## src/rtl/voice_scheduler.sv

```systemverilog
// Voice allocator: scans per-voice state one voice per cycle, then commits a single bank config write.
// Build option VOICE_STEAL_EN: when defined, a note-on with no match and no free voice steals the oldest voice.
module voice_scheduler #(
    parameter int NUM_VOICES = 4,
    parameter int RATE_WIDTH = 24,
    parameter int AGE_WIDTH  = 16,
    localparam int IDX_W     = $clog2(NUM_VOICES)
) (
    input  logic                  clk_in,
    input  logic                  rst_in,
    input  logic                  event_valid_in,
    output logic                  event_ready_out,
    input  logic                  event_is_on_in,
    input  logic [RATE_WIDTH-1:0] event_rate_in,
    output logic                  cfg_valid_out,
    output logic [IDX_W-1:0]      cfg_voice_out,
    output logic                  cfg_on_out,
    output logic [RATE_WIDTH-1:0] cfg_rate_out,
    output logic [NUM_VOICES-1:0] voice_on_out,
    output logic                  steal_out,
    output logic                  drop_out
);
    // state  | meaning
    // IDLE   | ready; waiting for an event
    // SCAN   | examining voice[idx], one voice per cycle
    // COMMIT | applying the decision and registering outputs
    typedef enum logic [1:0] {IDLE, SCAN, COMMIT} state_t;

    localparam logic [IDX_W-1:0] LAST_IDX = IDX_W'(NUM_VOICES - 1);

    state_t                state;
    logic [IDX_W-1:0]      idx;
    logic                  is_on_q;
    logic [RATE_WIDTH-1:0] rate_q;

    logic [NUM_VOICES-1:0] on_tbl;
    logic [RATE_WIDTH-1:0] rate_tbl [NUM_VOICES];
    logic [AGE_WIDTH-1:0]  age_tbl  [NUM_VOICES];

    logic                  match_found, free_found, old_found;
    logic [IDX_W-1:0]      match_idx, free_idx, old_idx;
    logic [AGE_WIDTH-1:0]  old_age;

    logic                  write_on, write_off, do_steal;
    logic [IDX_W-1:0]      tgt;

    assign event_ready_out = (state == IDLE) & rst_in;
    assign voice_on_out    = on_tbl;

    always_comb begin
        tgt       = old_idx;
        write_on  = 1'b0;
        write_off = 1'b0;
        do_steal  = 1'b0;
        if (is_on_q) begin
            if (rate_q != '0) begin
                if (match_found) begin
                    tgt      = match_idx;
                    write_on = 1'b1;
                end else if (free_found) begin
                    tgt      = free_idx;
                    write_on = 1'b1;
                end
`ifdef VOICE_STEAL_EN
                else if (old_found) begin
                    tgt      = old_idx;
                    write_on = 1'b1;
                    do_steal = 1'b1;
                end
`endif
            end
        end else if (match_found) begin
            tgt       = match_idx;
            write_off = 1'b1;
        end
    end

    always_ff @(posedge clk_in) begin
        if (!rst_in) begin
            state         <= IDLE;
            idx           <= '0;
            is_on_q       <= 1'b0;
            rate_q        <= '0;
            on_tbl        <= '0;
            match_found   <= 1'b0;
            free_found    <= 1'b0;
            old_found     <= 1'b0;
            match_idx     <= '0;
            free_idx      <= '0;
            old_idx       <= '0;
            old_age       <= '0;
            cfg_valid_out <= 1'b0;
            cfg_voice_out <= '0;
            cfg_on_out    <= 1'b0;
            cfg_rate_out  <= '0;
            steal_out     <= 1'b0;
            drop_out      <= 1'b0;
            for (int i = 0; i < NUM_VOICES; i++) begin
                rate_tbl[i] <= '0;
                age_tbl[i]  <= '0;
            end
        end else begin
            cfg_valid_out <= 1'b0;
            steal_out     <= 1'b0;
            drop_out      <= 1'b0;
            case (state)
                IDLE: begin
                    if (event_valid_in) begin
                        is_on_q     <= event_is_on_in;
                        rate_q      <= event_rate_in;
                        idx         <= '0;
                        match_found <= 1'b0;
                        free_found  <= 1'b0;
                        old_found   <= 1'b0;
                        old_age     <= '0;
                        state       <= SCAN;
                    end
                end
                SCAN: begin
                    if (on_tbl[idx]) begin
                        if (!match_found && rate_tbl[idx] == rate_q) begin
                            match_found <= 1'b1;
                            match_idx   <= idx;
                        end
                        // strict compare keeps the lowest index on equal ages
                        if (!old_found || age_tbl[idx] > old_age) begin
                            old_found <= 1'b1;
                            old_idx   <= idx;
                            old_age   <= age_tbl[idx];
                        end
                    end else if (!free_found) begin
                        free_found <= 1'b1;
                        free_idx   <= idx;
                    end
                    if (idx == LAST_IDX) state <= COMMIT;
                    else                 idx   <= idx + IDX_W'(1);
                end
                COMMIT: begin
                    state <= IDLE;
                    if (write_on || write_off) begin
                        cfg_valid_out <= 1'b1;
                        cfg_voice_out <= tgt;
                        cfg_on_out    <= write_on;
                        cfg_rate_out  <= write_on ? rate_q : '0;
                        steal_out     <= do_steal;
                        for (int i = 0; i < NUM_VOICES; i++) begin
                            if (IDX_W'(i) == tgt) begin
                                on_tbl[i]   <= write_on;
                                rate_tbl[i] <= write_on ? rate_q : '0;
                                age_tbl[i]  <= '0;
                            end else if (write_on && on_tbl[i] && age_tbl[i] != '1) begin
                                age_tbl[i] <= age_tbl[i] + AGE_WIDTH'(1);
                            end
                        end
                    end else begin
                        drop_out <= 1'b1;
                    end
                end
                default: state <= IDLE;
            endcase
        end
    end
endmodule

```

## config.mk

```make
export PLATFORM = sky130hd
export DESIGN_NAME = voice_scheduler
export DESIGN_NICKNAME = d
export VERILOG_FILES = /design/src/rtl/voice_scheduler.sv
export SDC_FILE = /design/constraint.sdc
export NUM_CORES = 1
export LEC_CHECK = 0
export ABC_AREA = 0
export ABC_CLOCK_PERIOD_IN_PS = 6100
export BUFFER_PORTS_ARGS = -buffer_cell sky130_fd_sc_hd__buf_4
export CAP_MARGIN = 20
export CORE_ASPECT_RATIO = 1.5
export CORE_MARGIN = 5
export CORE_UTILIZATION = 40
export DETAILED_ROUTE_END_ITERATION = 7
export HOLD_SLACK_MARGIN = 0.06
export PLACE_DENSITY = 0.63
export SLEW_MARGIN = 20
export SYNTH_ARGS = -nofsm -noshare
export SYNTH_HDL_FRONTEND = slang
export SYNTH_SLANG_ARGS = --single-unit
```

## constraint.sdc

```tcl
create_clock -name clk_in -period 6.1 [get_ports clk_in]
set_clock_uncertainty 0.2 [all_clocks]
set_input_delay 0.305 -clock clk_in [delete_from_list [all_inputs] [get_ports clk_in]]
set_output_delay 0.305 -clock clk_in [all_outputs]
set_load 0.005 [all_outputs]
```

==> run summary <==
The data arrival time at the worst-slack endpoint came out at 3.76 ns. In this run the number of H-tree levels came out at 1. The count of maximum capacitance violations is 0.

The iteration-0 DRC count of the detailed router came out at 473. The register clock-pin slew on the reported worst setup and hold paths came out at 0.07 ns. The number of synthesized register bits came out at 249. The largest net degree at the start of global routing is 50.

In the finished design, the share of the clock period the worst path needs comes to 62.20%. For this run, asynchronously set or reset flops after synthesis account for 0%. Based on the critical path, the design can be clocked at up to 263.6 MHz. The most prevalent standard cell on the critical path is sky130_fd_sc_hd__buf_4.

The final design utilization is 47.13%. STA classifies the critical path startpoint as a flip-flop. In the routed design, unresolved DRC markers number 0. The area growth from synthesis to layout is 16.62%. Wires add up to 29.46 mm.

The initial antenna violation count came out at 0. The total chip power came out at 3732 uW. The setup slack of the most critical reg-to-reg path came out at 2.31 ns.

The routed via count is 7982. The worst register-to-register path begins at rate_q[0]. In the layout the commonest cells are sky130_fd_sc_hd__nor2_1 (186), sky130_fd_sc_hd__nand2_1 (182), sky130_fd_sc_hd__edfxtp_1 (160), sky130_fd_sc_hd__dfxtp_1 (87), sky130_fd_sc_hd__buf_4 (76). The count of pins on the block boundary is 63.

The count of final setup violators is 0. The average via count per standard cell came out at 5.197. Once detail routing completed, the nets flagged for antenna violations numbered 0.

The effective utilization at floorplan came out at 40.41%. After synthesis, flip-flops and latches occupy 56.75% of the total area. The number of gates resized after CTS is 0. The endpoint required time on the critical path is 6.06 ns.

The count of flip-flops with a built-in enable after synthesis came out at 160. The number of buffers added for setup after CTS is 0. In this run the deepest clock path goes through 3 buffers. Global routing used 18.33% of the available tracks.

The most common library cell in the layout ignoring fill and taps is sky130_fd_sc_hd__nor2_1. By startpoint and endpoint, the worst setup path is classified as flip-flop to flip-flop. At the later pin of the worst-skew pair, clock insertion delay measures 0.54 ns.

Synthesis instantiated 45 different standard cells from the library. The first-pass iteration count of the detailed router came out at 6. The yosys synthesis warning count came out at 0. The final net count came out at 1177. The number of buffers created by CTS came out at 24.

The via count of the first global-routing pass is 8172. The CTS tree is done. The half-perimeter wire length after placement is 20.28 mm. The average instance area after synthesis is 11.04 um2. Final hold analysis gives a worst-case slack of 0.2109 ns. The final-report hold violation count is 0. The number of rows in the core area came out at 76. The number of hold buffers added after cts came out at 26. Buffers placed on the I/O ports in this run total 61. The post-synth net total is 1100. The post-route minimum period is 3.794 ns.

The average wire per cell in the routed design came out at 19.18 um. The flow ran to the end, and the final reports show no timing, DRC or antenna violations. STA classifies the critical path endpoint as a flip-flop. The leakage power figure came out at 0.004808 uW. Before CTS, the worst setup slack after placement is 2.238 ns. The clock sink count came out at 249.

The most used flip-flop cell after synthesis is sky130_fd_sc_hd__edfxtp_1. The total area inside the core boundary comes to 28720 um2. In this run the critical register-to-register path is captured at age_tbl[2][7]. The height of the chip is 218.6 um. The die covers 32590 um2. The ratio of cells with drive above 1 in the final layout came out at 16.32%. Of all nets on the critical path, the largest fanout is 28.

The clock root buffer is sky130_fd_sc_hd__clkbuf_16. The total overflow left after global routing is 0. The highest ir drop seen on vdd is 0.1844 mV. Setup slack on the critical path of the routed design comes to 2.306 ns. The mapped netlist covers 11610 um2. The critical path ends at age_tbl[2][7].

For the pin with the worst max-slew slack, the measured transition is 1.026 ns. In this design, the stage delay of the slowest critical-path cell is 0.63 ns. The number of cells on the worst reg-to-reg path is 9. The most critical setup path has its startpoint at rate_q[0]. Counting every instance in the synthesized netlist gives 1051. The path class of the lowest-slack min-delay path is input port to flip-flop. The number of diodes added for antenna fixing came out at 0.

The number of pins with negative max-slew slack in the final report was 0. Setup repair after global routing left no endpoint under its margin. The normalized max-slew margin came out at 31.62%.

After routing, the total negative slack on setup checks comes to 0 ns. The final RePlAce weighted congestion came out at 0.8444. Walking the worst path, the cells encountered are nor4_1, nand4_1, o22a_1, o211ai_2, nand2b_2, buf_4, o21ai_2, buf_4, a41o_1. The first global-routing pass estimated 46.41 mm of wire.

The cell with the largest stage delay on the worst path is sky130_fd_sc_hd__a41o_1. Dividing total power by cell area gives a power density of 275.7 nW/um2. The die boundary width came out at 149.1 um.
[where the power goes]
part | internal [uW] | total, uW | switching (uW)
Combinational | 113 | 251 | 138
Sequential | 1840 | 1890 | 52.4
Clock | 908 | 1590 | 684
[kinds of logic after synthesis]
| logic type | Yosys count | share of synthesized area, % |
|---|---|---|
| compound gates | 71 | 3.913 |
| simple gates | 486 | 17.98 |
| fa+ha+maj | 21 | 2.264 |
| xor+xnor | 80 | 6.037 |
| flops | 249 | 56.75 |
| mux | 64 | 9.940 |
| other cells | 1 | 0.03231 |
| buf+inv | 79 | 3.083 |
[stage by stage]
step / cells / instance area [um2]
after floorplan: 1051 / 11610
after global placement: 1466 / 12440
after detailed placement: 1466 / 12440
after CTS: 1536 / 13540
after global routing: 1536 / 13540
final: 1536 / 13540
[worst min-delay path by stage]
stage | from | endpoint | slack, ns | cells past startpoint
5_1_grt | event_valid_in | rate_q[17] | 0.24 | 5
3_5_place_dp | cfg_rate_out[14] | cfg_rate_out[14] | 0.23 | 2
3_3_place_gp | cfg_rate_out[10] | cfg_rate_out[10] | 0.23 | 2
4_1_cts | event_valid_in | rate_q[19] | 0.20 | 5
6_report | event_valid_in | is_on_q | 0.21 | 5
2_1_floorplan | cfg_on_out | cfg_on_out | 0.24 | 2
[layout make-up]
cell class	instances	area, um2
tap	390	488.0
timing repair buffer	102	830.8
multi-input combinational	723	4687
inverter	28	105.1
fill	2665	15180
clock inverter	16	178.9
clock buffer	28	656.9
sequential	249	6589
[synth_stat cells, types with 6 or more instances]
cell / count / area share [%]
sky130_fd_sc_hd__nor4_1: 10 / 0.54
sky130_fd_sc_hd__and3_1: 10 / 0.54
sky130_fd_sc_hd__buf_4: 6 / 0.39
sky130_fd_sc_hd__buf_2: 13 / 0.56
sky130_fd_sc_hd__dfxtp_1: 89 / 15
sky130_fd_sc_hd__a21oi_1: 40 / 1.7
sky130_fd_sc_hd__nor2b_1: 6 / 0.32
sky130_fd_sc_hd__mux4_2: 41 / 8.0
sky130_fd_sc_hd__clkbuf_1: 28 / 0.91
sky130_fd_sc_hd__nand3_1: 43 / 1.9
sky130_fd_sc_hd__nand4_1: 19 / 1.0
sky130_fd_sc_hd__nor2_1: 186 / 6.0
sky130_fd_sc_hd__nand2b_1: 6 / 0.32
sky130_fd_sc_hd__edfxtp_1: 160 / 41
sky130_fd_sc_hd__xnor2_1: 43 / 3.2
sky130_fd_sc_hd__nand2_1: 182 / 5.9
sky130_fd_sc_hd__xor2_1: 37 / 2.8
sky130_fd_sc_hd__mux2i_1: 23 / 2.0
sky130_fd_sc_hd__nor2_2: 10 / 0.54
sky130_fd_sc_hd__ha_1: 21 / 2.3
sky130_fd_sc_hd__inv_1: 27 / 0.87
sky130_fd_sc_hd__o21ai_0: 11 / 0.47
[flip-flops by register name, summed over array words and instances, names as in the netlist, named ones only]
register / count
cfg_rate_out: 24
match_found: 1
cfg_on_out: 1
drop_out: 1
is_on_q: 1
rate_tbl: 96
match_idx: 2
age_tbl: 64
cfg_valid_out: 1
old_found: 1
voice_on_out: 4
free_found: 1
rate_q: 24
old_idx: 2
old_age: 16
state: 2
free_idx: 2
idx: 2
cfg_voice_out: 2
[worst max-delay path: cells and delay by family (launching register included)]
family / cells / cell delay [ns]
AOI/OAI and AO/OA: 4 / 1.34
and+or+nand+nor: 3 / 0.87
buffers and inverters: 2 / 0.63
DFF: 1 / 0.34
[routing by layer]
| metal | up-vias | part of all wire, % | global-route usage (%) |
|---|---|---|---|
| met5 | - | 0 | 0 |
| met4 | 0 | 3.5 | 6.870 |
| met3 | 61 | 4.5 | 2.427 |
| met2 | 210 | 54 | 34.13 |
| met1 | 3901 | 38 | 21.23 |
| li1 | 3810 | - | - |
No activity file was read; power rests on OpenSTA's default activity.
